## src/rtl/router_rr_switch_if.sv

```systemverilog
// Channel bundle for router_rr_switch: valid/ready flit inputs, registered flit outputs
// and the drop counter.
interface router_rr_switch_if #(
    parameter int unsigned NUM_IN  = 4,
    parameter int unsigned NUM_OUT = 3,
    parameter int unsigned DEST_W  = 2,
    parameter int unsigned DATA_W  = 8,
    parameter int unsigned CNT_W   = 16
);
    localparam int unsigned SRC_W = (NUM_IN > 1) ? $clog2(NUM_IN) : 1;

    logic [NUM_IN-1:0]         in_valid;
    logic [NUM_IN-1:0]         in_ready;
    logic [NUM_IN-1:0]         in_last;
    logic [NUM_IN*DEST_W-1:0]  in_dest;
    logic [NUM_IN*DATA_W-1:0]  in_data;
    logic [NUM_OUT-1:0]        out_valid;
    logic [NUM_OUT-1:0]        out_ready;
    logic [NUM_OUT-1:0]        out_last;
    logic [NUM_OUT*DATA_W-1:0] out_data;
    logic [NUM_OUT*SRC_W-1:0]  out_src;
    logic [CNT_W-1:0]          drop_cnt;

    modport master (
        output in_valid, in_last, in_dest, in_data, out_ready,
        input  in_ready, out_valid, out_last, out_data, out_src, drop_cnt
    );

    modport slave (
        input  in_valid, in_last, in_dest, in_data, out_ready,
        output in_ready, out_valid, out_last, out_data, out_src, drop_cnt
    );
endinterface

```

## src/rtl/router_rr_switch.sv

```systemverilog
// Packet switch: NUM_IN valid/ready inputs to NUM_OUT registered outputs, per-output
// round-robin arbitration with a per-packet lock; bad-destination packets are dropped.
module router_rr_switch #(
    parameter int unsigned NUM_IN  = 4,
    parameter int unsigned NUM_OUT = 3,
    parameter int unsigned DEST_W  = 2,
    parameter int unsigned DATA_W  = 8,
    parameter int unsigned CNT_W   = 16
) (
    input logic               clk,
    input logic               rst_n,
    router_rr_switch_if.slave bus
);
    localparam int unsigned SRC_W = (NUM_IN > 1) ? $clog2(NUM_IN) : 1;
    localparam int unsigned SUM_W = CNT_W + 5;

    typedef enum logic [1:0] {InHead, InFwd, InDrop} in_state_e;
    typedef enum logic {OutIdle, OutLocked} out_state_e;

    in_state_e                 in_st_q   [NUM_IN];
    out_state_e                out_st_q  [NUM_OUT];
    logic [SRC_W-1:0]          owner_q   [NUM_OUT];
    logic [SRC_W-1:0]          ptr_q     [NUM_OUT];
    logic [NUM_OUT-1:0]        out_valid_q;
    logic [NUM_OUT-1:0]        out_last_q;
    logic [NUM_OUT*DATA_W-1:0] out_data_q;
    logic [NUM_OUT*SRC_W-1:0]  out_src_q;
    logic [CNT_W-1:0]          drop_cnt_q;

    logic [DEST_W-1:0]  dest [NUM_IN];
    logic [DATA_W-1:0]  din  [NUM_IN];
    logic [NUM_IN-1:0]  head_bad;
    logic [NUM_IN-1:0]  ready;
    logic [NUM_IN-1:0]  fire;
    logic [NUM_OUT-1:0] loadable;
    logic [NUM_OUT-1:0] sel_vld;
    logic [NUM_OUT-1:0] xfer;
    logic [SRC_W-1:0]   sel [NUM_OUT];
    logic [4:0]         ndrop;
    logic [SUM_W-1:0]   drop_sum;
    logic [CNT_W-1:0]   drop_cnt_d;

    always_comb begin
        for (int unsigned i = 0; i < NUM_IN; i++) begin
            dest[i]     = bus.in_dest[i*DEST_W +: DEST_W];
            din[i]      = bus.in_data[i*DATA_W +: DATA_W];
            head_bad[i] = (in_st_q[i] == InHead) && (32'(dest[i]) >= NUM_OUT);
        end
    end

    always_comb begin
        int unsigned      idx;
        logic [SRC_W-1:0] cand;
        logic             found;
        idx   = 0;
        cand  = '0;
        found = 1'b0;
        for (int unsigned o = 0; o < NUM_OUT; o++) begin
            loadable[o] = !out_valid_q[o] || bus.out_ready[o];
            sel[o]      = '0;
            found       = 1'b0;
            if (out_st_q[o] == OutLocked) begin
                sel[o] = owner_q[o];
                found  = 1'b1;
            end else begin
                // Rotating search starting at the pointer; first eligible head wins.
                for (int unsigned k = 0; k < NUM_IN; k++) begin
                    idx = 32'(ptr_q[o]) + k;
                    if (idx >= NUM_IN) idx = idx - NUM_IN;
                    cand = SRC_W'(idx);
                    if (!found && bus.in_valid[cand] && (in_st_q[cand] == InHead) &&
                        (32'(dest[cand]) == o)) begin
                        sel[o] = cand;
                        found  = 1'b1;
                    end
                end
            end
            sel_vld[o] = found;
            xfer[o]    = found && loadable[o] && bus.in_valid[sel[o]];
        end

        ready = head_bad;
        ndrop = '0;
        for (int unsigned i = 0; i < NUM_IN; i++) begin
            if (in_st_q[i] == InDrop) ready[i] = 1'b1;
            for (int unsigned o = 0; o < NUM_OUT; o++) begin
                if (sel_vld[o] && loadable[o] && (sel[o] == SRC_W'(i))) ready[i] = 1'b1;
            end
        end
        fire = bus.in_valid & ready;
        for (int unsigned i = 0; i < NUM_IN; i++) begin
            ndrop = ndrop + 5'(fire[i] && head_bad[i]);
        end

        drop_sum   = SUM_W'(drop_cnt_q) + SUM_W'(ndrop);
        drop_cnt_d = (drop_sum > SUM_W'({CNT_W{1'b1}})) ? {CNT_W{1'b1}} : drop_sum[CNT_W-1:0];
    end

    always_ff @(posedge clk or negedge rst_n) begin
        if (!rst_n) begin
            for (int unsigned i = 0; i < NUM_IN; i++) in_st_q[i] <= InHead;
            drop_cnt_q <= '0;
        end else begin
            drop_cnt_q <= drop_cnt_d;
            for (int unsigned i = 0; i < NUM_IN; i++) begin
                if (fire[i]) begin
                    case (in_st_q[i])
                        InHead: begin
                            if (!bus.in_last[i]) in_st_q[i] <= head_bad[i] ? InDrop : InFwd;
                        end
                        InFwd, InDrop: begin
                            if (bus.in_last[i]) in_st_q[i] <= InHead;
                        end
                        default: in_st_q[i] <= InHead;
                    endcase
                end
            end
        end
    end

    always_ff @(posedge clk or negedge rst_n) begin
        if (!rst_n) begin
            for (int unsigned o = 0; o < NUM_OUT; o++) begin
                out_st_q[o] <= OutIdle;
                owner_q[o]  <= '0;
                ptr_q[o]    <= '0;
            end
            out_valid_q <= '0;
            out_last_q  <= '0;
            out_data_q  <= '0;
            out_src_q   <= '0;
        end else begin
            for (int unsigned o = 0; o < NUM_OUT; o++) begin
                if (xfer[o]) begin
                    out_valid_q[o]                  <= 1'b1;
                    out_last_q[o]                   <= bus.in_last[sel[o]];
                    out_data_q[o*DATA_W +: DATA_W]  <= din[sel[o]];
                    out_src_q[o*SRC_W +: SRC_W]     <= sel[o];
                    if (out_st_q[o] == OutIdle) begin
                        ptr_q[o] <= (32'(sel[o]) == NUM_IN - 1) ? '0 : sel[o] + SRC_W'(1);
                        if (!bus.in_last[sel[o]]) begin
                            out_st_q[o] <= OutLocked;
                            owner_q[o]  <= sel[o];
                        end
                    end else if (bus.in_last[sel[o]]) begin
                        out_st_q[o] <= OutIdle;
                    end
                end else if (bus.out_ready[o]) begin
                    out_valid_q[o] <= 1'b0;
                end
            end
        end
    end

    assign bus.in_ready  = ready;
    assign bus.out_valid = out_valid_q;
    assign bus.out_last  = out_last_q;
    assign bus.out_data  = out_data_q;
    assign bus.out_src   = out_src_q;
    assign bus.drop_cnt  = drop_cnt_q;
endmodule
```

## src/flat_wrapper.sv

```systemverilog
// flat-port wrapper written by rule: the top's interface ports become plain ports
module router_rr_switch_flat 
#(
    parameter int unsigned NUM_IN  = 4,
    parameter int unsigned NUM_OUT = 3,
    parameter int unsigned DEST_W  = 2,
    parameter int unsigned DATA_W  = 8,
    parameter int unsigned CNT_W   = 16
)
  (clk, rst_n, bus_in_valid, bus_in_last, bus_in_dest, bus_in_data, bus_out_ready, bus_in_ready, bus_out_valid, bus_out_last, bus_out_data, bus_out_src, bus_drop_cnt);
  router_rr_switch_if #(.NUM_IN(NUM_IN), .NUM_OUT(NUM_OUT), .DEST_W(DEST_W), .DATA_W(DATA_W), .CNT_W(CNT_W)) bus_i ();
  input logic clk;
  input logic rst_n;
  input wire logic [$bits(bus_i.in_valid)-1:0] bus_in_valid;
  input wire logic [$bits(bus_i.in_last)-1:0] bus_in_last;
  input wire logic [$bits(bus_i.in_dest)-1:0] bus_in_dest;
  input wire logic [$bits(bus_i.in_data)-1:0] bus_in_data;
  input wire logic [$bits(bus_i.out_ready)-1:0] bus_out_ready;
  output wire logic [$bits(bus_i.in_ready)-1:0] bus_in_ready;
  output wire logic [$bits(bus_i.out_valid)-1:0] bus_out_valid;
  output wire logic [$bits(bus_i.out_last)-1:0] bus_out_last;
  output wire logic [$bits(bus_i.out_data)-1:0] bus_out_data;
  output wire logic [$bits(bus_i.out_src)-1:0] bus_out_src;
  output wire logic [$bits(bus_i.drop_cnt)-1:0] bus_drop_cnt;
  assign bus_i.in_valid = bus_in_valid;
  assign bus_i.in_last = bus_in_last;
  assign bus_i.in_dest = bus_in_dest;
  assign bus_i.in_data = bus_in_data;
  assign bus_i.out_ready = bus_out_ready;
  assign bus_in_ready = bus_i.in_ready;
  assign bus_out_valid = bus_i.out_valid;
  assign bus_out_last = bus_i.out_last;
  assign bus_out_data = bus_i.out_data;
  assign bus_out_src = bus_i.out_src;
  assign bus_drop_cnt = bus_i.drop_cnt;
  router_rr_switch #(.NUM_IN(NUM_IN), .NUM_OUT(NUM_OUT), .DEST_W(DEST_W), .DATA_W(DATA_W), .CNT_W(CNT_W)) u_core (.clk(clk), .rst_n(rst_n), .bus(bus_i));
endmodule
```

## config.mk

```make
export PLATFORM = sky130hd
export DESIGN_NAME = router_rr_switch_flat
export DESIGN_NICKNAME = d
export VERILOG_FILES = /design/src/rtl/router_rr_switch_if.sv /design/src/rtl/router_rr_switch.sv /design/src/flat_wrapper.sv
export SDC_FILE = /design/constraint.sdc
export NUM_CORES = 1
export LEC_CHECK = 0
export ABC_AREA = 0
export BUFFER_PORTS_ARGS = -buffer_cell sky130_fd_sc_hd__buf_2
export CAP_MARGIN = 20
export CORE_UTILIZATION = 40
export DETAILED_ROUTE_END_ITERATION = 8
export GPL_ROUTABILITY_DRIVEN = 1
export HOLD_SLACK_MARGIN = 0.03
export PLACE_DENSITY = 0.6
export SLEW_MARGIN = 20
export SYNTH_ARGS = -nofsm -noshare
export SYNTH_HDL_FRONTEND = slang
export SYNTH_SLANG_ARGS = --single-unit
```

## constraint.sdc

```tcl
create_clock -name clk -period 7.28 [get_ports clk]
set_clock_uncertainty 0.2 [all_clocks]
set_input_delay 1.092 -clock clk [delete_from_list [all_inputs] [get_ports clk]]
set_output_delay 1.092 -clock clk [all_outputs]
set_load 0.005 [all_outputs]
```

# [After elaboration in Yosys (flattened, before gate mapping)]
# Index checks and enable logic that the tools add are counted.
# W data, S select, Z words.
[classes] add_sub_neg=28 order_cmp=47 n_eq_ne=33 muxes=225 bitwise=22 reduce_logical=114
[ops] op="$mux W2" n=102
[ops] op="$bmux W2 S2" n=24
[ops] op="$ge A3 B3 Y1 const B" n=24
[ops] op="$mux W1" n=67
[ops] op="$logic_and A1 B1 Y1" n=59
[ops] op="$bmux W8 S2" n=3
[ops] op="$mux W8" n=6
[ops] op="$logic_not A2 Y1" n=23
[ops] op="$lt A2 B3 Y1 const B" n=15
[ops] op="$not A2 Y3" n=15
[ops] op="$bmux W1 S2" n=18
[ops] op="$eq A2 B2 Y1 const B" n=14
[ops] op="$sub A2 B1 Y2 const B" n=12
[ops] op="$eq A2 B1 Y1 const B" n=11
[ops] op="$gt A21 B16 Y1 const B" n=1
[ops] op="$reduce_and A3 Y1" n=7
[ops] op="$add A2 B2 Y3 const B" n=6
[ops] op="$add A16 B5 Y17" n=1
[ops] op="$mux W16" n=1
[ops] op="$ne A2 B2 Y1 const B" n=8
[ops] op="$pmux W2 S2" n=4
[ops] op="$logic_not A1 Y1" n=12
[ops] op="$add A5 B1 Y5" n=2
[ops] op="$add A2 B1 Y3 const B" n=3
[ops] op="10 further kinds" n=31
[word_totals] reg_bits=75 inputBits=53 out_inout_bits=56 elab_cells=495

# [Depth between registers and ports, before layout]
# Gate-level depths: netlist (run 1).
[logic_depth] ltp_word=43 mapped_depth=16 ltp_nobuf=16

# [Worst setup path after synthesis (run 1)]
# OpenSTA, ideal clock, no wires.
[synth_path] path_type="input-to-output" start="in bus_in_dest[4]" end="out bus_in_ready[0]" arrival_ps=3425 t_required_ps=5988 path_slack_ps=2563 stages=10 path_buffers=3 path_cell_list="clkbuf_1 nor3_1 o211ai_1 a311oi_1 clkbuf_1 clkbuf_1 inv_1 ha_1 a22oi_1 nand2_1"
[synth_rtl] item="start: declaration" line_no="flat_wrapper.sv:16" rtl="input wire logic [$bits(bus_i.in_dest)-1:0] bus_in_dest;"
[synth_rtl] item="end: declaration" line_no="flat_wrapper.sv:19" rtl="output wire logic [$bits(bus_i.in_ready)-1:0] bus_in_ready;"

==> reports/results.tsv, run 1 <==
metric	value	unit
run_status	finished clean	
syn_avg_cell_area	9.92	µm²
groute.usage.overall	0.221	
layout.cells.non_filler	824	
ys_ff_latch	75	
rsz0062_at_grt	false	
ys_seq_area_frac	0.346	
crit_top_cell	buf_2	
cts_tree	done	
total_leakage_power	0.00313	µW
slowest_stage	o21ai_4	
crit_type	input port to output pin	
grt_pass1_wl	24300	µm
firstDrtPassIters	4	
num_vias	4573	
cts-hold-fix-buffers	0	
clk_pin_slew	0.05	ns
place_hpwl	11000	µm
hold_path.class	flip-flop to flip-flop	
cp.required	5.99	ns
setup_violations	0	
grt_max_degree	76	
cts_setup_buffers	0	
peakVddDrop	0.233	mV
drc	0	
insertion_delay	0.34	ns
cp_cell_sequence	buf_2 > or3b_1 > or4_4 > o21ai_1 > o21ai_2 > o21ai_4 > inv_1 > ha_1 > a211oi_1 > nand2_1 > buf_2	
drv_cap	0	
cts_root_buffer	clkbuf_16	
fin_nets	723	
htree_num_levels	3	
drt_iter0_drc	281	
ctsResizeCount	0	
die_height	118	µm
ys_async_sr_fraction	1.00	
endpoint_kind	output pin	
cts_num_sinks	75	
clockBufferDepth	2	
dieArea	0.0140	mm²
dp_cells	808	
yosysWarnings	0	
die_w	118	µm
hold_viol	0	
min_period	5.41	ns
cts_made_buffers	9	
slew_headroom	0.380	
row_count	42	
syn_area	0.00542	mm²
wirelength	14800	µm
timing.final.crit_share	0.743	
final_common_cell	buf_2	
gp_congestion	0.878	
grt_overflow	0	
maxSlewViolCount	0	
diodes	0	
worst_pin_slew	0.926	ns
power.density	448	mW/mm²
start_util	0.410	
setup_tns	0	ns
synth_cell_types	70	
fmax	185	MHz
synthFlopType	dfrtp_1	
worst-path-buf-inv	3	
io-pin-count	109	
critPathTopFamily	compound AO/OA/AOI/OAI gates	
core_area	0.0132	mm²
synth_edf_count	0	
drive_above_1_share	0.282	
ant_nets	0	
area_growth	18.6	%
worstPathArrival	4.12	ns
grt_pass1_vias	4739	
vias_per_cell	5.55	
critPathMaxStageDelay	0.73	ns
wl_per_cell	17.9	µm
io_buffers	108	
syn_inst	547	
synth_fp_nets	627	
path_max_fanout	24	
antenna_found_initial	0	
startpoint_type	input port	
final_cell_mix	107 x buf_2, 80 x mux2i_1, 75 x dfrtp_1	
==> cell usage after synthesis, types with 10 or more instances <==
library cell	instances	area (µm²)
a21oi_1	20	100
inv_1	29	109
nor2b_1	15	93.8
dfrtp_1	75	1880
buf_2	11	55.1
mux2i_1	80	801
nand2_1	48	180
nand3_1	10	50.1
nor2_1	19	71.3
nand2b_1	11	68.8
and3_1	10	62.6
a211oi_1	17	128
mux2_2	35	394
clkbuf_1	13	48.8
ha_1	25	313
==> sequential cells by signal, indices dropped and copies added (netlist names) <==
name / cells
u_core.ptr_q: 6
u_core.bus.out_valid: 3
u_core.out_st_q: 3
u_core.bus.drop_cnt: 16
u_core.in_st_q: 8
u_core.bus.out_src: 6
u_core.bus.out_data: 24
u_core.owner_q: 6
u_core.bus.out_last: 3
==> routing by layer <==
| layer | part of all wire | wire [µm] | vias to the layer above | track usage |
|---|---|---|---|---|
| met3 | 0.065 | 956 | 31 | 0.0569 |
| met5 | 0 | 0 | - | 0 |
| met4 | 0.025 | 371 | 0 | 0.0918 |
| met2 | 0.46 | 6830 | 129 | 0.353 |
| met1 | 0.45 | 6630 | 2230 | 0.283 |
| li1 | - | - | 2183 | - |
==> layout make-up <==
cell class                 count  area, µm²
tap                          176        220
fill                        1262       6810
inverter                      30        113
clock buffer                  11        233
sequential                    75       1880
timing repair buffer         113        584
clock inverter                 5       77.6
multi-input combinational    414       3330
==> stage by stage <==
stage	power [µW]	setup WS (ns)	util	area [µm²]	hold WS [ns]
finish	2880	1.87	0.486	6430	0.298
global route	3110	1.64	0.486	6430	0.307
CTS	2910	1.85	0.485	6430	0.304
detailed placement	2410	1.85	0.462	6120	0.291
global placement	2370	1.90	0.462	6120	0.277
floorplan	1930	2.56	-	5420	0.241
==> cell families after synthesis <==
| kind of cell | count (synthesis) | share of synthesized area |
|---|---|---|
| AND/OR/NAND/NOR | 149 | 0.145 |
| multiplexers | 122 | 0.239 |
| AO/OA/AOI/OAI | 107 | 0.145 |
| flip-flops | 75 | 0.346 |
| buffers and inverters | 58 | 0.0454 |
| adder cells (fa/ha/maj) | 27 | 0.0651 |
| XOR/XNOR | 9 | 0.0145 |
==> worst register-to-register path: cells and delay by family (launching register included) <==
kind	cells	cell delay, ns
simple gates	5	1.52
buf+inv	2	0.13
compound gates	2	0.49
flops	1	0.43
fa+ha+maj	5	1.60
==> final timing paths <==
check                                         startpoint                                  end  slack [ns]  depth (start not counted)
setup / recovery                         bus_in_valid[0]                      bus_in_ready[2]        1.87                         11
hold / removal             u_core.owner_q[4]$_DFFE_PN0P_        u_core.owner_q[4]$_DFFE_PN0P_        0.30                          1
setup reg to reg           u_core.in_st_q[7]$_DFFE_PN0P_     u_core.bus.drop_cnt[9]$_DFF_PN0_        2.81                         14
hold reg to reg            u_core.owner_q[4]$_DFFE_PN0P_        u_core.owner_q[4]$_DFFE_PN0P_        0.30                          1
max in group asynchronous                          rst_n  u_core.bus.out_valid[0]$_DFFE_PN0P_        5.78                          1
min in group asynchronous                          rst_n        u_core.in_st_q[1]$_DFFE_PN0P_        0.55                          1
==> power by group <==
| part | leakage [µW] | switching [µW] | internal [µW] |
|---|---|---|---|
| clock network | 0.000150 | 183 | 299 |
| registers | 0.000918 | 152 | 605 |
| logic | 0.00206 | 867 | 777 |
| total | 0.00313 | 1200 | 1680 |
Note: power is estimated with default switching activity, not from simulation.
==> run 2: changes to the inputs <==
==> constraint.sdc (replaced) <==
create_clock -name clk -period 5.13 [get_ports clk]
set_clock_uncertainty 0.2 [all_clocks]
set_input_delay 0.7695 -clock clk [delete_from_list [all_inputs] [get_ports clk]]
set_output_delay 0.7695 -clock clk [all_outputs]
set_load 0.005 [all_outputs]
==> run 2 against run 1 <==
Against the previous run:
- cell count grew 0.24%
- count of clock-buffer cells in the layout is the same
- combinational power grew 43%
- global-route usage shrank 0.41 points
- total power grew 40%
- hold slack lost 0.040 ns
- sequential share of layout area grew 0.068 points
- utilization shrank 0.11 points
- register-to-register slack lost 2.0 ns
- non-clock buffer count grew 2
- die area is the same
- critical path type unchanged
- critical endpoint is now bus_in_ready[0]
==> reports/results.tsv, run 2 (synthesis results as in run 1) <==
metric	value	unit	change
clk_pin_slew	0.06	ns	about the same
cts_num_sinks	75		unchanged
reg2reg_from	u_core.in_st_q[5]$_DFFE_PN0P_		
internal_power	2320	µW	+38%
maxSlewViolCount	0		unchanged
dieArea	0.0140	mm²	unchanged
diodes	0		unchanged
p_sw	1720	µW	+43%
worst_pin_slew	0.750	ns	-0.176 ns
dpl_cell_area	0.00613	mm²	+0.25%
power.density	628	mW/mm²	+40%
ant_nets	0		unchanged
gp_congestion	0.908		+3.4%
io_buffers	108		unchanged
clockBufferDepth	2		unchanged
start_util	0.410		unchanged
htree_num_levels	3		unchanged
place_hpwl	10900	µm	-0.67%
num_vias	4587		+0.31%
setup_tns	0	ns	unchanged
grt_max_degree	76		unchanged
die_height	118	µm	unchanged
groute.usage.overall	0.216		-0.00408
min_period	4.58	ns	
rsz0062_at_grt	false		
vias_per_cell	5.55		about the same
setup_violations	0		unchanged
startpoint_type	input port		
seq_power_share	0.265		+0.002
cts_tree	done		
row_count	42		unchanged
slew_headroom	0.493		+0.113
antenna_found_initial	0		unchanged
total_leakage_power	0.00312	µW	-0.26%
switching_share	0.425		+0.00873
timing.final.crit_share	0.894		
area_growth	18.3	%	
wirelength	14600	µm	-0.92%
core_area	0.0132	mm²	unchanged
pre_cts_ws	0.509	ns	-1.34 ns
endpoint_kind	output pin		
grt_overflow	0		unchanged
r2r_cells	14		unchanged
grt_pass1_vias	4558		-3.8%
cts_made_buffers	9		unchanged
hold_path.class	input port to asynchronous set/reset pin		
die_w	118	µm	unchanged
final_cell_mix	107 x buf_2, 80 x mux2i_1, 75 x dfrtp_1		
r2r-end	u_core.bus.drop_cnt[9]$_DFF_PN0_		
ctsResizeCount	0		unchanged
drc	0		unchanged
insertion_delay	0.35	ns	about the same
largest_register_ffs	24		unchanged
cts-hold-fix-buffers	0		unchanged
fmax	218	MHz	
comb_power_share	0.582		+0.012
drv_cap	0		unchanged
grt_pass1_wl	23600	µm	-3.2%
cts_setup_buffers	0		unchanged
final_cell_area	0.00642	mm²	-0.23%
peakVddDrop	0.293	mV	+26%
firstDrtPassIters	5		+1
crit_type	input port to output pin		
power_frac_clock	0.153		-0.014
run_status	finished clean		
fin_nets	725		+0.28%
hold_viol	0		unchanged
io-pin-count	109		unchanged
cts_root_buffer	clkbuf_16		
path_max_fanout	11		-54%
cp.required	4.16	ns	-1.83 ns
final_common_cell	buf_2		
setup_slack	0.546	ns	-1.32 ns
drive_above_1_share	0.286		+0.00375
worstPathArrival	3.61	ns	-0.51 ns
r2r_slack	0.82	ns	-1.99 ns
drt_iter0_drc	163		-42%
wl_per_cell	17.7	µm	-1.2%
run 2: cell count changes in the layout (fill, tap and decap cells not counted), sizes merged:
cell | previous run | this run
clkinvlp | 1 | 2
buf | 113 | 115
bufinv | 2 | 0
inv | 30 | 31
run 2: routing by layer:
metal	wire [µm]	vias up	track usage	share of wire
li1	-	2203	-	-
met2	6950	135	0.356	0.47
met5	0	-	0	0
met3	893	19	0.0512	0.061
met1	6510	2230	0.276	0.44
met4	294	0	0.0815	0.020
run 2: stage by stage:
| stage | hold slack [ns] | total power, µW | util | cells |
|---|---|---|---|---|
| after global routing | 0.317 | 4340 | 0.485 | 826 |
| after floorplan | 0.241 | 2730 | - | 547 |
| after CTS | 0.279 | 4060 | 0.484 | 826 |
| final | 0.258 | 4030 | 0.485 | 826 |
| after global placement | 0.260 | 3370 | 0.463 | 810 |
| after detailed placement | 0.261 | 3420 | 0.463 | 810 |
run 2: cell type report:
cell class / instances / area [µm²]
clock buffer: 11 / 243
clock inverter: 5 / 37.5
fill: 1259 / 6830
inverter: 30 / 113
multi-input combinational: 414 / 3330
sequential: 75 / 1880
tap: 176 / 220
timing repair buffer: 115 / 599
run 2: worst max path at each step:
| stage | from | end | slack [ns] |
|---|---|---|---|
| after global placement | bus_in_dest[5] | bus_in_ready[0] | 0.56 |
| after detailed placement | bus_in_dest[5] | bus_in_ready[0] | 0.51 |
| after floorplan | bus_in_dest[4] | bus_in_ready[0] | 1.06 |
| final | bus_in_valid[2] | bus_in_ready[0] | 0.55 |
| after CTS | bus_in_dest[5] | bus_in_ready[0] | 0.51 |
| after global routing | bus_in_valid[2] | bus_in_ready[0] | 0.35 |
run 2: power groups by stage:
stage	Clock [µW]	Combinational [µW]	Sequential, µW
detailed placement	0	2350	1070
floorplan	0	1710	1020
finish	616	2350	1070
global placement	0	2310	1060
CTS	633	2360	1070
global route	654	2590	1100
run 2: worst max-delay path, cell delays in order:
cell and delay [ns]:
buf_2 0.16, or4b_4 0.52, o311ai_0 0.50, a221oi_1 0.17, a311oi_1 0.23, nand2_1 0.32
inv_2 0.38, ha_1 0.21, a22oi_1 0.11, nand2_1 0.12, buf_2 0.11
